==> src/rtl/conway_pkg.sv <==
// Shared constants for the conway board datapath.
package conway_pkg;

    localparam int BOARD_WIDTH = 64;

    // Bit-counter width for an n-bit word; a 1-bit word still needs a 1-bit counter.
    function automatic int cnt_width(input int n);
        return (n > 1) ? $clog2(n) : 1;
    endfunction

endpackage

==> src/rtl/serial_to_parallel.sv <==
// Reassembles an LSB-first serial stream into data_size-bit words held in a
// single-entry output slot with valid/ready handoff and a sticky drop flag.
module serial_to_parallel
    import conway_pkg::*;
#(
    parameter int data_size = BOARD_WIDTH
) (
    input  logic                 CLK,
    input  logic                 RST_N,
    input  logic                 DATA,
    input  logic                 SHIFT_EN,
    input  logic                 CLEAR,
    input  logic                 READY,
    output logic [data_size-1:0] DATA_OUT,
    output logic                 VALID,
    output logic                 BUSY,
    output logic                 OVERFLOW
);

    localparam int              CW   = cnt_width(data_size);
    localparam logic [CW-1:0]   LAST = CW'(data_size - 1);

    logic [data_size-1:0] sr;
    logic [data_size-1:0] word_next;
    logic [CW-1:0]        cnt;
    logic [CW-1:0]        cnt_next;
    logic                 complete;
    logic                 slot_free;

    // Written as shift-then-insert so the same expression holds for data_size=1.
    always_comb begin
        word_next                = sr >> 1;
        word_next[data_size-1]   = DATA;
        complete                 = SHIFT_EN && (cnt == LAST);
        cnt_next                 = complete ? '0 : cnt + CW'(1);
        slot_free                = !VALID || READY;
    end

    always_ff @(posedge CLK or negedge RST_N) begin
        if (!RST_N) begin
            sr       <= '0;
            cnt      <= '0;
            DATA_OUT <= '0;
            VALID    <= 1'b0;
            BUSY     <= 1'b0;
            OVERFLOW <= 1'b0;
        end else if (CLEAR) begin
            sr       <= '0;
            cnt      <= '0;
            VALID    <= 1'b0;
            BUSY     <= 1'b0;
            OVERFLOW <= 1'b0;
        end else begin
            if (SHIFT_EN) begin
                sr   <= word_next;
                cnt  <= cnt_next;
                BUSY <= (cnt_next != '0);
            end
            // A completing word refills the slot if it is free, else it is dropped.
            if (complete && slot_free) begin
                DATA_OUT <= word_next;
                VALID    <= 1'b1;
            end else if (complete) begin
                OVERFLOW <= 1'b1;
            end else if (VALID && READY) begin
                VALID    <= 1'b0;
            end
        end
    end

endmodule

==> config.mk <==
export PLATFORM = sky130hd
export DESIGN_NAME = serial_to_parallel
export DESIGN_NICKNAME = d
export VERILOG_FILES = /design/src/rtl/conway_pkg.sv /design/src/rtl/serial_to_parallel.sv
export SDC_FILE = /design/constraint.sdc
export NUM_CORES = 1
export LEC_CHECK = 0
export ABC_AREA = 1
export CAP_MARGIN = 5
export CORE_MARGIN = 2
export CORE_UTILIZATION = 55
export CTS_CLUSTER_SIZE = 10
export DETAILED_ROUTE_END_ITERATION = 6
export HOLD_SLACK_MARGIN = 0.03
export PLACE_DENSITY_LB_ADDON = 0.3
export SYNTH_ARGS = -nofsm -noshare
export SYNTH_HDL_FRONTEND = slang
export SYNTH_SLANG_ARGS = --single-unit
==> constraint.sdc <==
create_clock -name CLK -period 1.9 [get_ports CLK]
set_input_delay 0.38 -clock CLK [delete_from_list [all_inputs] [get_ports CLK]]
set_output_delay 0.38 -clock CLK [all_outputs]
set_load 0.05 [all_outputs]
==> results.ini, run 1 <==
[run_status]
status = finished clean

[timing]
worstMarginPinSlew_ns = 0.514
setup_viol = 0
fin_setup_tns_ns = 0
period_needed_ns = 1.82
hold_viol_final = 0
skew_ns = 0.00858
fmax_ghz = 0.551
post-route-period-util_pct = 95.6
drv_slew = 0
rsz0062_at_grt = false
slew_headroom_pct = 65.7
hold-worst-slack_ns = 0.397

[pwr]
leakagePower_nw = 3.29
totalPowerFinal_mw = 6.23
ir_worst_vdd_v = 0.000610
power.density_nw_per_um2 = 910

[clocking]
post-cts-setup-buffers = 0
clk_path_buf_depth = 2
path_clk_slew_ns = 0.06
cts_tree = done
cts_buffers = 17
cts_root_buf = clkbuf_8
htreeDepth = 4
clock-sinks = 136
clock_latency_ns = 0.52

[synth]
synth.distinct_cells = 21
yosysTopAreaCellShare_pct = 62.0
syn_area_per_cell_um2 = 10.6
netlist_area_um2 = 5490
synth_commonest_cells = 136 x dfrtp_1, 107 x nand2_1, 71 x inv_1
synth_edf_count = 0
yosys-top-cells-area = dfrtp_1 62%, o21ai_2 10%, nand2_1 7.3%
ys.flop_type = dfrtp_1
yosys.area.top_type = dfrtp_1
synth_seq_cells = 136
async_reset_ff_share_pct = 100
yosysMostFrequentCell = dfrtp_1
syn_nets = 526
synth_cells = 519
ys_seq_area_share_pct = 62.0
ys_warn_count = 0

[grt]
antenna_found_initial = 0
grt_pass1_wl_um = 18100
overflow = 0
grt_max_degree = 57
grt_pass1_vias = 3815
grt_use_total_pct = 21.0

[floorplanning]
coreArea_um2 = 9730
rows = 36
design.die.area_um2 = 10800
die_height_um = 104
die_w_um = 104
pin_count = 73
start_util_pct = 56.4

[critical_path]
slowest_stage = dlygate4sd2_1
cp_cell_sequence = dlygate4sd2_1
critPathMaxStageDelay_ns = 0.55
cp-end-kind = primary output
cp.required_ns = 1.52
cpLargestDelayFamily = buffers and inverters
worstSetupStartpointType = register
crit_path_max_fanout = 2
arrival_ns = 1.44
cp_num_buf_inv = 1
crit_type = register to primary output

[drt]
drtIter0Drc = 252
vias = 3786
drc = 0
vias_per_cell = 5.10
totalWireLength_um = 10400
wire_per_inst_um = 14.0
drtAntennaViolNets = 0
dr.pass1.iters = 5

[placement]
dp_hpwl_um = 6830
portBuffers = 72
place_congestion = 0.847
dpl.cell_count = 711

[worst_hold_path]
hp-class = input pin to asynchronous set/reset pin

[job]
maxCapViolCount = 0

[cells_and_area]
regArea_um2 = 3400
drive_gt1_share_pct = 21.2
fillCellCount = 740
utilization_pct = 70.4
areaGrowthSynthToFinish_pct = 24.8
fin_cells = 742
diodes = 0
multi_input_area_um2 = 1590
fin_nets = 605

[flip-flops by register name (all words and copies together), names as in the netlist]
register	cells
sr	63
cnt	6
DATA_OUT	64
BUSY	1
OVERFLOW	1
VALID	1
[kinds of logic (layout without fill, tap and decap cells)]
family,count (synthesis),count (layout),share of synthesized area [%]
fa+ha+maj,1,1,0.228
flops,136,136,62.0
compound gates,135,135,17.6
simple gates,144,144,10.9
buf+inv,103,193,9.21
[layout make-up]
class	count	area share [%]
sequential	136	49.7
multi-input combinational	280	23.1
timing repair buffer	90	12.6
clock buffer	21	6.70
inverter	73	4.00
tap	133	2.43
clock inverter	9	1.46
[final timing paths]
path	from	to	slack (ns)	cells after the start
max	DATA_OUT[28]	DATA_OUT[28]	0.08	1
min	RST_N	DATA_OUT[39]	0.40	2
max reg2reg	cnt[0]	DATA_OUT[32]	0.23	7
min reg2reg	DATA_OUT[44]	DATA_OUT[44]	0.47	2
max in group asynchronous	RST_N	DATA_OUT[53]	0.93	3
min in group CLK	DATA_OUT[44]	DATA_OUT[44]	0.47	2
[cell usage in the layout, fill, tap and decap left out, drive strengths merged]
cell	instances
dfrtp	136
nand2	107
o21ai	93
inv	73
dlygate4sd2	55
o22ai	36
buf	30
nand3	22
clkbuf	21
nor2	13
clkinv	5
a21oi	4
clkdlybuf4s50	4
nand4	2
bufinv	2
clkinvlp	2
a22o	1
o21bai	1
ha	1
dlygate4sd3	1
[per-layer routing]
| metal | share of wire [%] | track usage [%] | up-vias |
|---|---|---|---|
| li1 | - | - | 1841 |
| met1 | 45 | 27.4 | 1853 |
| met2 | 50 | 33.9 | 84 |
| met3 | 4.1 | 5.14 | 8 |
| met4 | 0.92 | 8.49 | 0 |
| met5 | 0 | 0 | - |
[power by group]
part,internal [mW],switching [mW]
combinational,0.0674,0.149
sequential,2.92,0.0255
clock,1.94,1.13
[stage by stage]
| step | worst slack [ns] | instance area (um2) |
|---|---|---|
| 5_1_grt | 0.0354 | 6850 |
| 3_3_place_gp | 0.0213 | 6350 |
| 6_report | 0.0842 | 6850 |
| 2_1_floorplan | 0.432 | 5490 |
| 3_5_place_dp | -0.0454 | 6350 |
| 4_1_cts | 0.0665 | 6850 |
[timing repair]
item,4_1_cts,5_1_grt
setup endpoints to repair,55,0
hold endpoints to repair,52,0
gates resized for setup,55,0
hold buffers,1,0
Power figures use the tool's default switching activity.
==> inputs of run 2 (changes only) <==
--- a/config.mk
+++ b/config.mk
@@ -6,7 +6,6 @@
 export NUM_CORES = 1
 export LEC_CHECK = 0
 export ABC_AREA = 1
-export CAP_MARGIN = 5
 export CORE_MARGIN = 2
 export CORE_UTILIZATION = 55
 export CTS_CLUSTER_SIZE = 10
==> results of run 2 <==
No change in the layout: final DEF, timing and power equal those of run 1.
==> inputs of run 3 (changes only) <==
--- a/config.mk
+++ b/config.mk
@@ -8,6 +8,7 @@
 export ABC_AREA = 1
 export CORE_MARGIN = 2
 export CORE_UTILIZATION = 55
+export CTS_CLUSTER_DIAMETER = 50
 export CTS_CLUSTER_SIZE = 10
 export DETAILED_ROUTE_END_ITERATION = 6
 export HOLD_SLACK_MARGIN = 0.03
==> constraint.sdc (replaced) <==
create_clock -name CLK -period 1.9 [get_ports CLK]
set_input_delay 0.57 -clock CLK [delete_from_list [all_inputs] [get_ports CLK]]
set_output_delay 0.57 -clock CLK [all_outputs]
set_load 0.05 [all_outputs]
==> results.ini, run 3 (synthesis results as in run 1) <==
[critical_path]
crit_path_max_fanout = 19
arrival_ns = 2.15
worstSetupStartpointType = register
slowest_stage = dfrtp_1
cp.required_ns = 2.30
critPathMaxStageDelay_ns = 0.42
crit_type = register to register
cp_cell_sequence = ha_1, nand3_2, nor2_4, nand3_4, buf_12, buf_12, nand2_1, o21ai_2
cp-end-kind = register
cpMostUsedCell = buf_12

[drt]
drc = 0
vias_per_cell = 5.17
vias = 3909
drtIter0Drc = 158
dr.pass1.iters = 5
wire_per_inst_um = 14.9
drtAntennaViolNets = 0
totalWireLength_um = 11200

[grt]
overflow = 0
antenna_found_initial = 0
grt_max_degree = 52
grt_pass1_wl_um = 19400
grt_use_total_pct = 22.5
grt_pass1_vias = 3972

[clocking]
cts_buffers = 17
htreeDepth = 4
clock-sinks = 136
clock_latency_ns = 0.52
cts_root_buf = clkbuf_8
path_clk_slew_ns = 0.06
clk_path_buf_depth = 2
cts_tree = done

[pwr]
leakagePower_nw = 3.21
clkPwrFrac_pct = 50.4
power.density_nw_per_um2 = 926
p_sw_share_pct = 21.9
pwr-share-comb_pct = 3.8
internal-power_mw = 5.02
ir_worst_vdd_v = 0.000561
power_switching_mw = 1.41
pwr-share-seq_pct = 45.8

[floorplanning]
start_util_pct = 56.4
coreArea_um2 = 9730
design.die.area_um2 = 10800
die_w_um = 104
pin_count = 73
die_height_um = 104
rows = 36

[timing]
fmax_ghz = 0.574
slew_headroom_pct = 65.0
worstMarginPinSlew_ns = 0.524
hold_viol_final = 0
drv_slew = 0
rsz0062_at_grt = false
worst_slack_ns = 0.157
period_needed_ns = 1.74
hold-worst-slack_ns = 0.481
setup_viol = 0
fin_setup_tns_ns = 0
post-route-period-util_pct = 91.7
skew_ns = 0.00909

[job]
maxCapViolCount = 0

[cells_and_area]
largest_reg_flops = 64
drive_gt1_share_pct = 31.8
fin_nets = 619
utilization_pct = 71.4
biggestRegsByFlops = DATA_OUT (64), sr (63), cnt (6)
top_register = DATA_OUT
areaGrowthSynthToFinish_pct = 26.6
diodes = 0
multi_input_area_um2 = 1590
regArea_um2 = 3400
final_cell_mix = 136 x dfrtp_1, 107 x nand2_1, 87 x buf_4, 71 x inv_1, 64 x o21ai_2
fillCellCount = 714
fin_cells = 756
final_common_cell = dfrtp_1

[run_status]
status = finished clean

[placement]
dp_hpwl_um = 7430
portBuffers = 72
dpl.cell_count = 725
place_congestion = 0.766
place_worst_setup_slack_ns = -0.215

[worst_hold_path]
hp-class = register to register

[run 3: cell types whose count changed in the layout (fill, tap and decap cells not counted)]
cell,delta
clkinv_2,-4
clkinv_4,+3
clkinvlp_4,+2
clkbuf_8,-2
buf_4,+66
buf_12,+3
dlygate4sd2_1,-55
bufinv_16,+1
[run 3: stage by stage]
step	power [mW]	cell area, um2
global route	6.62	6950
global placement	3.22	6350
detailed placement	3.24	6350
CTS	6.48	6950
finish	6.43	6950
floorplan	3.09	5490
[run 3: path summary, 6_finish.rpt]
check,slack (ns),to,from,depth (start not counted)
max in group asynchronous,0.76,DATA_OUT[55],RST_N,3
worst min register to register,0.48,DATA_OUT[0],DATA_OUT[0],2
min in group asynchronous,0.58,DATA_OUT[36],RST_N,2
worst min-delay path,0.48,DATA_OUT[0],DATA_OUT[0],2
worst max-delay path,0.16,DATA_OUT[37],cnt[0],8
worst max register to register,0.16,DATA_OUT[37],cnt[0],8
[run 3: metal layers]
layer | vias to the layer above | global-route usage [%] | wire length, um
li1 | 1866 | - | -
met5 | - | 0 | 0
met4 | 0 | 8.88 | 148
met3 | 14 | 5.58 | 442
met2 | 99 | 36.7 | 5610
met1 | 1930 | 29.3 | 5030
[run 3: worst max-delay path, delay by kind of cell (launching register included)]
kind	cells	cell delay (ns)
AO/OA/AOI/OAI	1	0.06
adder cells (fa/ha/maj)	1	0.28
buffers and inverters	2	0.34
flip-flops	1	0.42
AND/OR/NAND/NOR	4	0.52
[run 3: area by class of cell]
type	count	area share, %
clock buffers	19	6.21
flip-flops and latches	136	49.0
clock inverters	11	2.18
inverters	73	3.94
multi-input cells	280	22.8
well taps	133	2.40
repair buffers	104	13.5
[run 3: what timing repair did]
action	CTS	global route
endpoints found under the hold margin	47	0
gates resized for setup	0	0
hold buffers	1	0
setup buffers	0	0
[run 3: power groups by stage]
stage,Sequential (mW),Combinational (mW),Clock [mW]
final,2.95,0.244,3.24
after CTS,2.94,0.248,3.29
after detailed placement,3.00,0.245,0
after global routing,2.95,0.270,3.40
after floorplan,3.00,0.0926,0
after global placement,2.99,0.230,0
